==> src/rtl/store_queue_if.sv <==
// Store-queue bus bundle: enqueue port from the memory pipe
// and drain port toward the data cache write side.
interface store_queue_if;
  logic        st_valid;
  logic        st_ready;
  logic [31:0] st_addr;
  logic [31:0] st_wdata;
  logic [3:0]  st_wstrb;
  logic        mem_req;
  logic [31:0] mem_addr;
  logic [31:0] mem_wdata;
  logic [3:0]  mem_wstrb;
  logic        mem_ready;

  modport master (
    output st_valid, st_addr, st_wdata, st_wstrb, mem_ready,
    input  st_ready, mem_req, mem_addr, mem_wdata, mem_wstrb
  );

  modport slave (
    input  st_valid, st_addr, st_wdata, st_wstrb, mem_ready,
    output st_ready, mem_req, mem_addr, mem_wdata, mem_wstrb
  );
endinterface

==> src/rtl/store_queue.sv <==
// In-order store queue: speculative enqueue, in-order commit,
// one-per-cycle drain to dcache, flush drops uncommitted stores.
module store_queue #(
  parameter int DEPTH = 8
) (
  input  logic        clk,
  input  logic        reset,
  input  logic        flush,
  store_queue_if.slave sq,
  input  logic        commit_store1_valid,
  input  logic        commit_store2_valid,
  input  logic [31:0] ld_addr,
  input  logic [3:0]  ld_strb,
  output logic        ld_conflict,
  output logic        sq_empty
);
  localparam int IW = $clog2(DEPTH);
  localparam int PW = IW + 1;

  logic [PW-1:0] head, cmt, tail;
  logic [PW-1:0] count, cmt_next;
  logic [1:0]    ncmt;
  logic          full, enq, drain;

  logic [31:0] addr_q [DEPTH];
  logic [31:0] data_q [DEPTH];
  logic [3:0]  strb_q [DEPTH];

  assign count    = tail - head;
  assign full     = (count == PW'(DEPTH));
  assign sq_empty = (head == tail);

  assign sq.st_ready = !full && !flush;
  assign enq         = sq.st_valid && sq.st_ready;

  assign sq.mem_req   = (head != cmt);
  assign drain        = sq.mem_req && sq.mem_ready;
  assign sq.mem_addr  = sq.mem_req ? addr_q[head[IW-1:0]] : '0;
  assign sq.mem_wdata = sq.mem_req ? data_q[head[IW-1:0]] : '0;
  assign sq.mem_wstrb = sq.mem_req ? strb_q[head[IW-1:0]] : '0;

  assign ncmt = {1'b0, commit_store1_valid}
              + {1'b0, commit_store2_valid};
  assign cmt_next = cmt + PW'(ncmt);

  // Flush sees this cycle's commits, so tail snaps to cmt_next
  always_ff @(posedge clk or posedge reset) begin
    if (reset) begin
      head <= '0;
      cmt  <= '0;
      tail <= '0;
    end else begin
      head <= head + PW'(drain);
      cmt  <= cmt_next;
      tail <= flush ? cmt_next : tail + PW'(enq);
    end
  end

  always_ff @(posedge clk) begin
    if (enq) begin
      addr_q[tail[IW-1:0]] <= sq.st_addr;
      data_q[tail[IW-1:0]] <= sq.st_wdata;
      strb_q[tail[IW-1:0]] <= sq.st_wstrb;
    end
  end

  logic [IW-1:0] off;

  // An entry is live when its distance from head is below count
  always_comb begin
    ld_conflict = 1'b0;
    off = '0;
    for (int i = 0; i < DEPTH; i++) begin
      off = IW'(i) - head[IW-1:0];
      if (({1'b0, off} < count)
          && (addr_q[i][31:2] == ld_addr[31:2])
          && (|(strb_q[i] & ld_strb)))
        ld_conflict = 1'b1;
    end
  end

  always_ff @(posedge clk) begin
    if (!reset) begin
      assert (!(commit_store2_valid && !commit_store1_valid));
      assert (PW'(ncmt) <= (tail - cmt));
    end
  end
endmodule

==> src/flat_wrapper.sv <==
// flat-port wrapper written by rule: the top's interface ports become plain ports
module store_queue_flat 
#(
  parameter int DEPTH = 8
)
  (clk, reset, flush, commit_store1_valid, commit_store2_valid, ld_addr, ld_strb, ld_conflict, sq_empty, sq_st_valid, sq_st_addr, sq_st_wdata, sq_st_wstrb, sq_mem_ready, sq_st_ready, sq_mem_req, sq_mem_addr, sq_mem_wdata, sq_mem_wstrb);
  store_queue_if sq_i ();
  input  logic clk;
  input  logic reset;
  input  logic flush;
  input  logic commit_store1_valid;
  input  logic commit_store2_valid;
  input  logic [31:0] ld_addr;
  input  logic [3:0] ld_strb;
  output logic ld_conflict;
  output logic sq_empty;
  input wire logic [$bits(sq_i.st_valid)-1:0] sq_st_valid;
  input wire logic [$bits(sq_i.st_addr)-1:0] sq_st_addr;
  input wire logic [$bits(sq_i.st_wdata)-1:0] sq_st_wdata;
  input wire logic [$bits(sq_i.st_wstrb)-1:0] sq_st_wstrb;
  input wire logic [$bits(sq_i.mem_ready)-1:0] sq_mem_ready;
  output wire logic [$bits(sq_i.st_ready)-1:0] sq_st_ready;
  output wire logic [$bits(sq_i.mem_req)-1:0] sq_mem_req;
  output wire logic [$bits(sq_i.mem_addr)-1:0] sq_mem_addr;
  output wire logic [$bits(sq_i.mem_wdata)-1:0] sq_mem_wdata;
  output wire logic [$bits(sq_i.mem_wstrb)-1:0] sq_mem_wstrb;
  assign sq_i.st_valid = sq_st_valid;
  assign sq_i.st_addr = sq_st_addr;
  assign sq_i.st_wdata = sq_st_wdata;
  assign sq_i.st_wstrb = sq_st_wstrb;
  assign sq_i.mem_ready = sq_mem_ready;
  assign sq_st_ready = sq_i.st_ready;
  assign sq_mem_req = sq_i.mem_req;
  assign sq_mem_addr = sq_i.mem_addr;
  assign sq_mem_wdata = sq_i.mem_wdata;
  assign sq_mem_wstrb = sq_i.mem_wstrb;
  store_queue #(.DEPTH(DEPTH)) u_core (.clk(clk), .reset(reset), .flush(flush), .sq(sq_i), .commit_store1_valid(commit_store1_valid), .commit_store2_valid(commit_store2_valid), .ld_addr(ld_addr), .ld_strb(ld_strb), .ld_conflict(ld_conflict), .sq_empty(sq_empty));
endmodule
==> config.mk <==
export PLATFORM = sky130hd
export DESIGN_NAME = store_queue_flat
export DESIGN_NICKNAME = d
export VERILOG_FILES = /design/src/rtl/store_queue_if.sv /design/src/rtl/store_queue.sv /design/src/flat_wrapper.sv
export SDC_FILE = /design/constraint.sdc
export NUM_CORES = 1
export LEC_CHECK = 0
export CORE_MARGIN = 2
export CORE_UTILIZATION = 60
export CTS_BUF_LIST = sky130_fd_sc_hd__clkbuf_8
export DETAILED_ROUTE_END_ITERATION = 12
export PLACE_DENSITY = 0.79
export SYNTH_ARGS = -nofsm -noshare
export SYNTH_HDL_FRONTEND = slang
export SYNTH_SLANG_ARGS = --single-unit
==> constraint.sdc <==
create_clock -name clk -period 9.3 [get_ports clk]
set_input_delay 1.86 -clock clk [delete_from_list [all_inputs] [get_ports clk]]
set_output_delay 1.86 -clock clk [all_outputs]
set_load 0.01 [all_outputs]
Word-level counts from Yosys, hierarchy flattened. Memory sizes are Yosys's and may differ from the RTL's. Index checks and enable logic that the tools add are counted.

$add $sub $neg: 13. Order comparisons: 8. Equality and inequality tests: 11. Mux-type cells: 14. Bitwise gates (word level): 8. Reductions and logical operators: 29.

Operators by type and width (count): == test 30 bit (8); 2-to-1 mux 32 bit (2); AND 4 bit (8); < comparator 3 x 4 -> 1 bit (8); OR reduction 4 bit (8); logical AND 1 bit (19); subtractor 3 bit, first input constant (4); 2-to-1 mux 1 bit (10); adder 4 x 1 -> 4 bit (2); 2-to-1 mux 4 bit (2); subtractor 1 x 3 -> 3 bit, first input constant (2); subtractor 2 x 3 -> 3 bit, first input constant (2); adder 4 x 2 -> 4 bit (1); == test 4 bit (1); == test 4 bit, second input constant (1); inequality test 4 bit (1); subtractor 4 bit (1); adder 1 x 1 -> 2 bit (1); zero test 1 bit (2).

Bits in registers: 12. Memory bits (writable): 544. Logic and storage cells: 89. Memories kept: 3.

Memories: u_core.addr_q (depth 8, bits a word 32, rd ports 9, clocked after memory_dff 0, write ports 1, line store_queue.sv:25) `logic [31:0] addr_q [DEPTH];`; u_core.data_q (depth 8, bits a word 32, rd ports 1, clocked after memory_dff 0, write ports 1, line store_queue.sv:26) `logic [31:0] data_q [DEPTH];`; u_core.strb_q (depth 8, bits a word 4, rd ports 9, clocked after memory_dff 0, write ports 1, line store_queue.sv:27) `logic [3:0] strb_q [DEPTH];`.

Longest topological paths before layout. Gate-level depths: netlist of run 1.

Depth in word-level cells: 12. Depth in mapped cells: 14. Mapped depth without buffers: 13.

Least setup slack after synthesis of run 1. OpenSTA, ideal clock, no wires.

Kind: register to register. From: register u_core.head[1]. To: memory u_core.addr_q[0][0], enable pin. Arrival: 7234 ps. Data required time: 8722 ps. Setup slack: 1488 ps. Stages on the path, launching flop included: 13. Buffers on the path: 3. Period minus slack after synthesis: 7812 ps. Path through: dfrtp_1 > buf_1 > buf_1 > inv_1 > ha_1 > nor2b_1 > o21ai_1 > and3_1 > nor2_2 > buf_6 > a311oi_2 > nand2_1 > nor3_1.

Word-level cells in the longest chain between the ends: 7.

Ends and longest elaborated chain: start, declared (line store_queue.sv:20) `logic [PW-1:0] head, cmt, tail;`; start signal, assigned (line store_queue.sv:53) `head <= head + PW'(drain);`; subtractor 4 bit (line store_queue.sv:29) `assign count = tail - head;`; == test 4 bit (line store_queue.sv:30) `assign full = (count == PW'(DEPTH));`; zero test 1 bit (line store_queue.sv:33) `assign sq.st_ready = !full && !flush;`; logical AND 1 bit (line store_queue.sv:33); logical AND 1 bit (line store_queue.sv:34) `assign enq = sq.st_valid && sq.st_ready;`; 2-to-1 mux 1 bit (line store_queue.sv:60) `if (enq) begin`; 2-to-1 mux 1 bit (not written as such) (line store_queue.sv:61) `addr_q[tail[IW-1:0]] <= sq.st_addr;`; end, declared (line store_queue.sv:25).

No other way between the ends.

Worst setup path after layout of run 1.
From: input port ld_addr[29]. To: output port ld_conflict.

Word-level cells in the longest chain between the ends: 11. Elaborated cells between the ends (all ways): 32.

Ends and longest elaborated chain: start, declared (line flat_wrapper.sv:13) `input logic [31:0] ld_addr;`; == test 30 bit (line store_queue.sv:76) `&& (addr_q[i][31:2] == ld_addr[31:2])`; logical AND 1 bit (line store_queue.sv:76); logical AND 1 bit (line store_queue.sv:77) `&& (|(strb_q[i] & ld_strb)))`; 2-to-1 mux 1 bit (7 in series) (line store_queue.sv:75) `if (({1'b0, off} < count)`; 2-to-1 mux 1 bit * (line store_queue.sv:75); end, declared (line flat_wrapper.sv:15) `output logic ld_conflict;`.

Every way passes the cells marked *; elsewhere a longest branch is shown, timed or not.

==> results of run 1 <==
[where the power goes]
part | internal [W] | total [W] | switching (W)
logic | 0.00148 | 0.00305 | 0.00157
registers | 0.00301 | 0.00323 | 0.000227
clock network | 0.000991 | 0.00194 | 0.000946
total | 0.00548 | 0.00823 | 0.00275
[per-layer routing]
metal	vias to the layer above	routed length (um)	share of wire (%)
met3	135	5440	9.1
met5	-	63	0.10
li1	5995	-	-
met1	7079	22600	38
met4	8	1940	3.2
met2	704	30100	50
[through the flow]
| step | hold WS (ns) | setup WS (ns) | cells |
|---|---|---|---|
| global placement | 0.497 | 2.26 | 2080 |
| CTS | 0.514 | 2.23 | 2239 |
| finish | 0.515 | 2.15 | 2244 |
| detailed placement | 0.507 | 2.25 | 2080 |
| global route | 0.539 | 1.99 | 2240 |
| floorplan | 0.477 | 1.49 | 1440 |
[cell usage in the layout (no fill, tap or decap), types with 3 or more instances in the layout]
cell / netlist / routed
nor3_1: 5 / 3
diode_2: 0 / 5
bufinv_16: 0 / 3
o22ai_1: 3 / 3
nor4_1: 46 / 45
mux4_2: 136 / 136
nand4_1: 32 / 32
nand2b_1: 3 / 3
edfxtp_1: 544 / 544
xor2_1: 170 / 170
nand2_1: 153 / 153
clkbuf_8: 0 / 90
a22oi_1: 16 / 16
nor2_4: 0 / 6
nor2_1: 10 / 4
buf_4: 2 / 16
inv_1: 16 / 37
dfrtp_1: 12 / 9
nor4_2: 6 / 7
o21ai_0: 5 / 5
fa_1: 3 / 3
clkinv_2: 0 / 11
a21oi_1: 70 / 70
clkinv_8: 0 / 3
nor2b_1: 5 / 5
clkdlybuf4s50_1: 0 / 180
ha_1: 14 / 14
clkinv_1: 1 / 28
xnor2_1: 83 / 83
[worst max-delay path by stage]
stage                           to  slack (ns)  cells past startpoint
2_1_floorplan  u_core.addr_q[0][0]        1.49                     12
3_3_place_gp           ld_conflict        2.26                      9
3_5_place_dp           ld_conflict        2.25                      9
4_1_cts                ld_conflict        2.23                      9
5_1_grt                ld_conflict        1.99                      9
6_report               ld_conflict        2.15                      9
[kinds of logic after synthesis]
group / Yosys count / synth area share [%]
flip-flops: 556 / 67.7
AND/OR/NAND/NOR: 268 / 5.30
XOR/XNOR: 254 / 9.09
multiplexers: 138 / 12.6
buffers and inverters: 107 / 2.07
AO/OA/AOI/OAI: 100 / 2.31
adder cells (fa/ha/maj): 17 / 0.958
[registers in the layout, indices dropped and copies added, names as in the netlist]
name           count
u_core.addr_q    256
u_core.data_q    256
u_core.strb_q     32
u_core.cmt         4
u_core.head        4
u_core.tail        4
[area by class of cell]
type	count	area share, %
flip-flops and latches	556	58.5
multi-input cells	777	26.3
repair buffers	198	6.89
clock buffers	90	4.35
well taps	532	2.34
clock inverters	69	1.41
inverters	17	0.224
diodes	5	0.0439
[Yosys cell counts (all sizes together)]
cell type  count
a21oi         70
a22oi         16
a311oi         1
a31oi          1
and3           2
buf           55
clkbuf        35
clkinv         1
dfrtp         12
edfxtp       544
fa             3
ha            14
inv           16
mux2           2
mux4         136
nand2        153
nand2b         3
nand3          2
nand4         32
nor2          11
nor2b          5
nor3           5
nor4          52
nor4b          1
o21ai          6
o22ai          3
o311ai         1
o32a           1
o32ai          1
or3            2
xnor2         84
xor2         170
[worst reg2reg max path, cell delays in order (launching register included)]
cell and delay, ns:
dfrtp_2 0.83, inv_2 0.45, ha_1 0.56, o21ai_1 0.13
a21oi_1 0.22, nor2_2 0.15, a311oi_2 0.33, nand2_1 0.29
nor3_2 0.69, buf_4 0.64, buf_4 0.58
==> flow_metrics.tcl, run 1 <==
set metrics [dict create \
    rr_startpoint "u_core.head[2]" \
    wire_per_inst_um 26.8 \
    critical_path_class "in -> out" \
    worstMarginPinSlew_ns 1.02 \
    hold_violations 0 \
    fmax_mhz 140 \
    wl_um 60100 \
    clock_path_buffers 3 \
    insertion_delay_ns 0.65 \
    setup_viol 0 \
    r2r_slack_ns 4.00 \
    status "finished clean" \
    period_needed_ns 7.15 \
    synth_seq_cells 556 \
    die_h_um 206 \
    ant_nets 0 \
    cts_buffers 89 \
    drive_gt1_share_pct 16.9 \
    final_cell_area_mm2 0.0285 \
    crit_buf_inv 2 \
    slew_violations 0 \
    max_stage_delay_ns 0.80 \
    hpwl_um 37000 \
    crit_family "buffers and inverters" \
    hold_buffers 0 \
    avgSynthCellArea_um2 17.1 \
    grt_max_degree 102 \
    path_clk_slew_ns 0.06 \
    antenna_found_initial 7 \
    overflow 0 \
    cts_root_buf "clkbuf_8" \
    cts.sinks 556 \
    hold_class "reg -> reg" \
    path_max_fanout 8 \
    peakVddDrop_mv 0.233 \
    met2_usage_pct 47.0 \
    grt_pass1_vias 14100 \
    leakagePower_nw 9.36 \
    worst_hold_startpoint "u_core.cmt[3]" \
    first_iter_violations 1432 \
    gp_congestion 0.895 \
    syn_inst 1440 \
    required_ns 7.44 \
    grt_busiest_layer "met2" \
    powerDensity_mw_per_mm2 289 \
    ys_types 40 \
    boundaryPins 183 \
    syn-num-nets 1568 \
    synth_top_area_share_pct 66.5 \
    worstHoldEndpoint "u_core.cmt[3]" \
    skew_ns 0.0331 \
    port-buffer-count 180 \
    ctsResizeCount 0 \
    cts_tree "built" \
    synth.yosys.seq_area_share_pct 67.7 \
    yosysWarnings 0 \
    relSlewSlack_pct 31.9 \
    firstDrtPassIters 6 \
    vias_per_cell 6.20 \
    startpoint_type "primary input" \
    fillers 2659 \
    post_cts_buffers 0 \
    start_util_pct 60.4 \
    post-route-util_pct 70.1 \
    htree_levels 3 \
    finalCritPeriodShare_pct 76.8 \
    reg2reg_depth 10 \
    rows 74 \
    hold_depth 1 \
    power.total_w 0.00823 \
    slowest_stage "clkdlybuf4s50_1" \
    grt_pass1_wl_um 87500 \
    regArea_mm2 0.0166 \
    core_mm2 0.0406 \
    r2r_end "u_core.addr_q[1][14]" \
    setup_tns_ns 0 \
    placed_area_mm2 0.0268 \
    fin_nets 1767 \
    rsz0062_at_grt "no" \
    grt_use_total_pct 28.9 \
    drc 0 \
    yosysTopAreaCell "edfxtp_1" \
    synthTopCellsByArea "edfxtp_1, mux4_2, xor2_1" \
    die_w_um 206 \
    grtUsageMet1_pct 38.5 \
    syn-cell-area_mm2 0.0246 \
    cp_data_arrival_time_ns 5.29 \
    critical_path.cell_chain "clkdlybuf4s50_1 -> xor2_1 -> nor4_1 -> nand4_1 -> nor4_1 -> o22ai_1 -> o32a_1 -> o311ai_1 -> clkdlybuf4s50_1" \
    max_cap_viol_count 0 \
    use_met3_pct 6.67 \
    via_count 13900 \
    area_growth_pct 15.9 \
    die_area_mm2 0.0426 \
    multiInputGateArea_mm2 0.00748 \
    endpoint_kind "primary output" \
    worstSetupStartpoint "ld_addr[29]" \
]
(Power assumes the default switching activity.)
==> run 2: changes to the inputs <==
Clock period 9.3 ns to 6.7 ns, I/O delays scaled along.
==> run 2 against run 1 <==
Compared with the run above: count of clock-buffer cells in the layout shrank 1; first-iteration DRC count stayed put; critical endpoint unchanged; combinational power grew 41%; core utilization about the same; largest power group unchanged; sequential share of layout area barely moved; clock power up 34%; critical path type unchanged; die area stayed put.
==> flow_metrics.tcl, run 2 (synthesized netlist as in run 1, its figures left out) <==
set metrics [dict create \
    first_iter_violations 1432 \
    max_cap_viol_count 0 \
    die_w_um 206 \
    boundaryPins 183 \
    post_cts_buffers 0 \
    cts_root_buf "clkbuf_8" \
    p_int_w 0.00752 \
    overflow 0 \
    die_area_mm2 0.0426 \
    port-buffer-count 180 \
    firstDrtPassIters 5 \
    wl_um 60000 \
    whs_ns 0.508 \
    fillers 2605 \
    skew_ns 0.0169 \
    powerDensity_mw_per_mm2 398 \
    ant_nets 0 \
    relSlewSlack_pct 24.5 \
    htree_levels 3 \
    via_count 13900 \
    post-route-util_pct 70.0 \
    p_sw_share_pct 33.6 \
    p_comb_share_pct 37.9 \
    seqPwrFrac_pct 39.3 \
    hold_violations 0 \
    start_util_pct 60.4 \
    ctsResizeCount 0 \
    area_growth_pct 15.9 \
    power.total_w 0.0113 \
    gp_congestion 0.848 \
    path_clk_slew_ns 0.05 \
    worstMarginPinSlew_ns 1.13 \
    rsz0062_at_grt "no" \
    r2r_slack_ns 2.35 \
    status "finished clean" \
    grt_pass1_wl_um 87400 \
    vias_per_cell 6.19 \
    hold_buffers 0 \
    finalCritPeriodShare_pct 90.8 \
    setup_viol 0 \
    critical_path_class "in -> out" \
    hold_class "reg -> reg" \
    period_needed_ns 6.08 \
    cts_buffers 88 \
    cts_tree "built" \
    wire_per_inst_um 26.7 \
    placed_area_mm2 0.0269 \
    grt_use_total_pct 28.8 \
    fmax_mhz 164 \
    path_max_fanout 8 \
    drc 0 \
    power_switching_w 0.00381 \
    final_cell_area_mm2 0.0285 \
    hpwl_um 36700 \
    setup_tns_ns 0 \
    rows 74 \
    leakagePower_nw 9.36 \
    required_ns 5.36 \
    startpoint_type "primary input" \
    core_mm2 0.0406 \
    drive_gt1_share_pct 16.8 \
    cts.sinks 556 \
    antenna_found_initial 6 \
    grt_pass1_vias 13900 \
    layout_commonest_cell "edfxtp_1" \
    cp_data_arrival_time_ns 4.74 \
    final_cell_mix "edfxtp_1, clkdlybuf4s50_1, xor2_1" \
    clockPowerShare_pct 22.8 \
    peakVddDrop_mv 0.296 \
    clock_path_buffers 3 \
    slew_violations 0 \
    insertion_delay_ns 0.67 \
    endpoint_kind "primary output" \
    fin_nets 1767 \
    grt_max_degree 71 \
    die_h_um 206 \
]
run 2: cell count changes in the layout (fill, tap and decap cells not counted), sizes merged:
cell / previous run / this run
inv: 40 / 45
clkinv: 42 / 39
bufinv: 3 / 1
buf: 18 / 19
clkbuf: 90 / 89
run 2: final cells by class:
class	instances	area [um2]	share of cell area, %
multi-input cells	777	7500	26.3
inverters	17	63.8	0.224
clock buffers	89	1220	4.30
clock inverters	69	334	1.17
diodes	5	12.5	0.0440
repair buffers	199	2020	7.10
flip-flops and latches	556	16600	58.5
well taps	532	666	2.34
run 2: final timing paths:
path,startpoint,endpoint,cells past startpoint
max in group asynchronous,reset,u_core.head[0],2
min reg2reg,u_core.cmt[3],u_core.cmt[3],1
min,u_core.cmt[3],u_core.cmt[3],1
max,ld_addr[20],ld_conflict,9
max reg2reg,u_core.head[2],u_core.data_q[0][26],9
min in group asynchronous,reset,u_core.cmt[2],2
run 2: critical path, stage by stage:
cell and delay (ns):
clkdlybuf4s50_1 0.75, xor2_1 0.17, nor4_1 0.67, nand4_1 0.32, nor4_2 0.30, nor4_1 0.08, o32a_1 0.37, o311ai_1 0.12
clkdlybuf4s50_1 0.62
run 2: power groups by stage:
stage / Clock (W) / Sequential, W / Combinational [W]
floorplan: 0 / 0.00437 / 0.00270
global placement: 0 / 0.00450 / 0.00426
detailed placement: 0 / 0.00453 / 0.00431
CTS: 0.00262 / 0.00445 / 0.00434
global route: 0.00276 / 0.00448 / 0.00463
finish: 0.00259 / 0.00445 / 0.00430
run 2: per-layer routing:
metal | track usage (%) | wire [um] | vias to the layer above
li1 | - | - | 5979
met1 | 39.6 | 23200 | 7044
met2 | 46.1 | 29500 | 730
met3 | 5.77 | 5160 | 131
met4 | 11.4 | 2080 | 4
met5 | 0 | 32 | -
run 2: stage by stage:
step	std cells	setup WS [ns]
2_1_floorplan	1440	0.712
3_3_place_gp	2081	0.752
3_5_place_dp	2081	0.723
4_1_cts	2239	0.713
5_1_grt	2242	0.527
6_report	2244	0.616
